`src/rtl/grostl_pkg.sv`:
```
// Shared types and the Grostl/AES S-box table for the SubBytes scheduler.
package grostl_pkg;

  typedef logic [0:7][0:7][7:0] grostl_state_t;

  typedef enum logic [1:0] {
    ST_IDLE,
    ST_RUN,
    ST_DONE
  } grostl_sched_state_t;

  // Entry 0 sits in the most significant byte, so SBOX[x] is S(x).
  localparam logic [0:255][7:0] SBOX = {
    128'h637c777bf26b6fc53001672bfed7ab76,
    128'hca82c97dfa5947f0add4a2af9ca472c0,
    128'hb7fd9326363ff7cc34a5e5f171d83115,
    128'h04c723c31896059a071280e2eb27b275,
    128'h09832c1a1b6e5aa0523bd6b329e32f84,
    128'h53d100ed20fcb15b6acbbe394a4c58cf,
    128'hd0efaafb434d338545f9027f503c9fa8,
    128'h51a3408f929d38f5bcb6da2110fff3d2,
    128'hcd0c13ec5f974417c4a77e3d645d1973,
    128'h60814fdc222a908846eeb814de5e0bdb,
    128'he0323a0a4906245cc2d3ac629195e479,
    128'he7c8376d8dd54ea96c56f4ea657aae08,
    128'hba78252e1ca6b4c6e8dd741f4bbd8b8a,
    128'h703eb5664803f60e613557b986c11d9e,
    128'he1f8981169d98e949b1e87e9ce5528df,
    128'h8ca1890dbfe6426841992d0fb054bb16
  };

endpackage

```
`src/rtl/grostl_sbox_lut.sv`:
```
// One combinational S-box lane.
module grostl_sbox_lut
  import grostl_pkg::*;
(
  input  logic [7:0] a,
  output logic [7:0] y
);

  assign y = SBOX[a];

endmodule

```
`src/rtl/grostl_sbox_sched.sv`:
```
// Time-multiplexed SubBytes over the 8x8 Grostl state using NSBOX shared lanes.
module grostl_sbox_sched
  import grostl_pkg::*;
#(
  parameter int NSBOX = 8
) (
  input  logic          clk,
  input  logic          rst_n,
  input  logic          in_valid,
  output logic          in_ready,
  input  grostl_state_t din,
  output logic          out_valid,
  input  logic          out_ready,
  output grostl_state_t dout,
  output logic          busy,
  output logic          trig
);

  localparam int NGROUP = 64 / NSBOX;
  localparam int GW     = (NGROUP > 1) ? $clog2(NGROUP) : 1;
  localparam logic [GW-1:0] GLAST = GW'(NGROUP - 1);

  grostl_sched_state_t state_p0, state_d;
  logic [GW-1:0]       g_p0;
  grostl_state_t       mat_p0;

  logic [7:0] lane_in  [NSBOX];
  logic [7:0] lane_out [NSBOX];
  logic [2:0] lane_row [NSBOX];
  logic [2:0] lane_col [NSBOX];

  // Flat byte i = g*NSBOX+k walks down columns: row = i%8, col = i/8.
  always_comb begin
    logic [5:0] idx;
    idx = '0;
    for (int k = 0; k < NSBOX; k++) begin
      idx         = 6'(int'(g_p0) * NSBOX + k);
      lane_row[k] = idx[2:0];
      lane_col[k] = idx[5:3];
      lane_in[k]  = mat_p0[idx[2:0]][idx[5:3]];
    end
  end

  for (genvar k = 0; k < NSBOX; k++) begin : g_lane
    grostl_sbox_lut u_lut (
      .a(lane_in[k]),
      .y(lane_out[k])
    );
  end

  always_comb begin
    state_d = state_p0;
    unique case (state_p0)
      ST_IDLE: if (in_valid)      state_d = ST_RUN;
      ST_RUN:  if (g_p0 == GLAST) state_d = ST_DONE;
      ST_DONE: if (out_ready)     state_d = ST_IDLE;
      default:                    state_d = ST_IDLE;
    endcase
  end

  // Working matrix is cleared on reset so an aborted run leaves nothing behind.
  always_ff @(posedge clk or negedge rst_n) begin
    if (!rst_n) begin
      state_p0 <= ST_IDLE;
      g_p0     <= '0;
      mat_p0   <= '0;
    end else begin
      state_p0 <= state_d;
      case (state_p0)
        ST_IDLE: begin
          if (in_valid) begin
            mat_p0 <= din;
            g_p0   <= '0;
          end
        end
        ST_RUN: begin
          for (int k = 0; k < NSBOX; k++)
            mat_p0[lane_row[k]][lane_col[k]] <= lane_out[k];
          g_p0 <= (g_p0 == GLAST) ? '0 : g_p0 + GW'(1);
        end
        default: ;
      endcase
    end
  end

  assign in_ready  = (state_p0 == ST_IDLE);
  assign busy      = (state_p0 == ST_RUN);
  assign out_valid = (state_p0 == ST_DONE);
  assign trig      = (state_p0 == ST_RUN) && (g_p0 == '0);
  assign dout      = mat_p0;

endmodule

```
`config.mk`:
```
export PLATFORM = sky130hd
export DESIGN_NAME = grostl_sbox_sched
export DESIGN_NICKNAME = d
export VERILOG_FILES = /design/src/rtl/grostl_pkg.sv /design/src/rtl/grostl_sbox_lut.sv /design/src/rtl/grostl_sbox_sched.sv
export SDC_FILE = /design/constraint.sdc
export NUM_CORES = 2
export LEC_CHECK = 0
export BUFFER_PORTS_ARGS = -buffer_cell sky130_fd_sc_hd__buf_2
export CORE_AREA = 2 2 398 400
export CTS_CLUSTER_DIAMETER = 30
export DETAILED_ROUTE_END_ITERATION = 8
export DIE_AREA = 0 0 400 402
export PLACE_DENSITY = 0.56
export SKIP_CTS_REPAIR_TIMING = 1
export SKIP_LAST_GASP = 1
export SLEW_MARGIN = 10
export SYNTH_ARGS = -nofsm -noshare
export SYNTH_HDL_FRONTEND = slang
export SYNTH_HIERARCHICAL = 1
export SYNTH_SLANG_ARGS = --single-unit
```
`constraint.sdc`:
```
create_clock -name clk -period 5.5 [get_ports clk]
set_input_delay 0.55 -clock clk [delete_from_list [all_inputs] [get_ports clk]]
set_output_delay 0.55 -clock clk [all_outputs]
set_load 0.03 [all_outputs]
```
==> metrics.csv <==
metric,value,unit
Ports,1032,
Die Height,402,um
vias in the first global route,64750,
WP data arrival,6.14,ns
maximum clock path buffer count,3,
Overflow after GRT,0,
worst hold path depth,3,
worst endpoint required time,6.18,ns
hold slack final,0.09280,ns
Seq cells post-synth,517,
Simple-Gate Fraction of Synth Area,0.1620,
final period utilization,0.9935,
Residual DRC,0,
Synth Area per Inst,8.339,um^2
Layout fillers,15750,
setup TNS,0,ns
CTS tree,yes,
net count after synthesis,7280,
DP Area,65740,um^2
Startpoint Class,flop,
mux share of post-synthesis cell area,0.1725,
Starting Density,0.3529,
remaining antenna violation count after routing,0,
pin count of the biggest net entering global routing,144,
root buffer cell,clkbuf_16,
layout cells sized above 1,0.3328,
largest family of logic cells by synthesized area,compound AO/OA/AOI/OAI gates,
sequential share of the synthesized area,0.2333,
post-synthesis adder-cell area fraction,0.02595,
clk sinks,517,
Die ar.,160800,um^2
skew final,0.04970,ns
Post-synth ARST share,1.000,
Hold EP,dout[184],
R2R Setup Slk,0.04,ns
first-pass GRT wire length,488.0,mm
endpoints failing hold,0,
fin area,71090,um^2
ys flop type,dfrtp_1,
Slew HR,0.2109,
total number of H-tree levels,4,
Vias,66960,
crit end category,flop,
antenna violations before repair,52,
crit-path cells,buf_12 -> buf_4 -> mux4_2 -> o21ai_2 -> buf_4 -> ha_1 -> nand2_1 -> nand2_1 -> a21oi_1 -> a221o_1 -> o221a_1 -> a211oi_1 -> buf_4 -> and3b_1 -> buf_4 -> a22oi_1 -> mux2i_1,
Vias/cell,6.744,
R2R Path End,dout[243],
Area Overhead vs Synth,28.22,%
share of the synthesized area in the top cell type,0.2333,
CP max stage cell,mux4_2,
Post-synth EDFFs,0,
Synth Area in Compound Gates,0.3053,
Post-Route WL,349.6,mm
"Slew Viols, Final",0,
most common cell in the netlist,dfrtp_1,
Final HPWL DP,258.1,mm
Reg area,12960,um^2
total CTS buffers,149,
Worst Setup Path Type,flop to flop,
Final #Nets,8341,
RSZ-0062 raised after global routing,false,
worst-path maximum fanout,28,
XOR/XNOR Fraction of Synth Area,0.001106,
DRT Pass-1 Iters,8,
Worst-Margin Slew,1.184,ns
most common library cells after synthesis,"dfrtp_1, o21ai_0, a21oi_1",
FF-to-FF path depth,17,
Clock Latency Late Sink,0.77,ns
Port Buffer Count,1031,
# Max-Cap Violations,0,
min-delay worst type,primary input to flop,
setup violators final,0,
Core Area,157100,um^2
# rows,146,
Synth area leaders,"dfrtp_1, mux4_2, mux2i_1",
reg-to-reg startpoint,g_p0[0],
Synth Warn #,6,
Max Fclk,183.0,MHz
most numerous cell on the critical path,buf_4,
final worst slack,0.03583,ns
Avg WL per Cell,35.21,um
RD Place Congestion,1.055,
Mapped Cells,6649,
fin crit period,5.464,ns
Total GRT Usage,0.4155,
synthesized area,55450,um^2
crit-path max cell delay,0.55,ns
Die Wd,400,um
initial DRC count,10090,
distinct cell type count after synthesis,94,
Clock transition at path regs,0.05,ns
Multi-input gate area,37570,um^2
Yosys top cell by area,dfrtp_1,
status,"complete, no violations",
setup slack at placement,0.3049,ns
hold path start,din[184],
cell usage in the layout, fill, tap and decap left out, types with 59 or more instances in the layout:
cell / count
a211oi_1: 84
a21oi_1: 443
a22o_1: 261
a22oi_1: 268
a311oi_1: 76
a31oi_1: 175
and3b_1: 64
buf_12: 71
buf_2: 1030
buf_4: 644
clkbuf_16: 151
dfrtp_1: 512
ha_1: 115
inv_1: 312
mux2_2: 192
mux2_4: 66
mux2i_1: 268
mux4_2: 164
nand2_1: 385
nand2b_1: 156
nand3_1: 188
nor2_1: 314
nor2b_1: 126
nor3_1: 181
o211ai_1: 66
o21ai_0: 383
o311ai_0: 59
flip-flops by register name, summed over array words and instances (netlist names):
name / cells
g_p0: 3
state_p0: 2
dout: 512
final cells by class:
type / instances / share of cell area
Multi-Input combinational cell: 4973 / 0.5284
Sequential cell: 517 / 0.1822
Timing Repair Buffer: 1747 / 0.1609
Clock buffer: 204 / 0.06045
Tap cell: 2072 / 0.03647
Inverter: 322 / 0.01700
Clock inverter: 68 / 0.01367
Antenna cell: 26 / 0.0009152
critical path: cells and delay by family, from the launching register on:
kind	cells	cell delay, ns
buffers and inverters	5	1.30
flip-flops	1	0.45
AO/OA/AOI/OAI	6	1.54
multiplexers	2	0.77
adder cells (fa/ha/maj)	1	0.44
AND/OR/NAND/NOR	3	0.84
cells by family after synthesis:
family,Yosys count
muxes,693
and+or+nand+nor,1742
xor gates and xnor gates,7
buffers and inverters,1160
adders and majority gates,115
AOI/OAI and AO/OA,2415
DFF,517
metrics by stage:
step                utilization  instances
floorplan                     -       6649
global placement         0.4185       9629
detailed placement       0.4185       9629
CTS                      0.4520       9901
global route             0.4523       9917
finish                   0.4525       9929
worst max-delay path by stage:
stage          startpoint   endpoint  slack [ns]  depth (start not counted)
3_5_place_dp      g_p0[0]  dout[294]        0.30                         18
5_1_grt           g_p0[0]  dout[243]        0.04                         17
6_report          g_p0[0]  dout[243]        0.04                         17
2_1_floorplan     g_p0[2]  dout[258]        0.25                         20
4_1_cts           g_p0[0]  dout[294]        0.26                         18
3_3_place_gp      g_p0[0]  dout[286]        0.12                         18
routing by layer:
layer  GRT usage  part of all wire
met4      0.2471             0.071
met3      0.1195              0.11
met5           0           0.00057
met1      0.5206              0.38
met2      0.6308              0.44
Power is left out: the tool's default activity adds up to more than one toggle a clock period on the data nets, which glitch-free logic cannot reach.
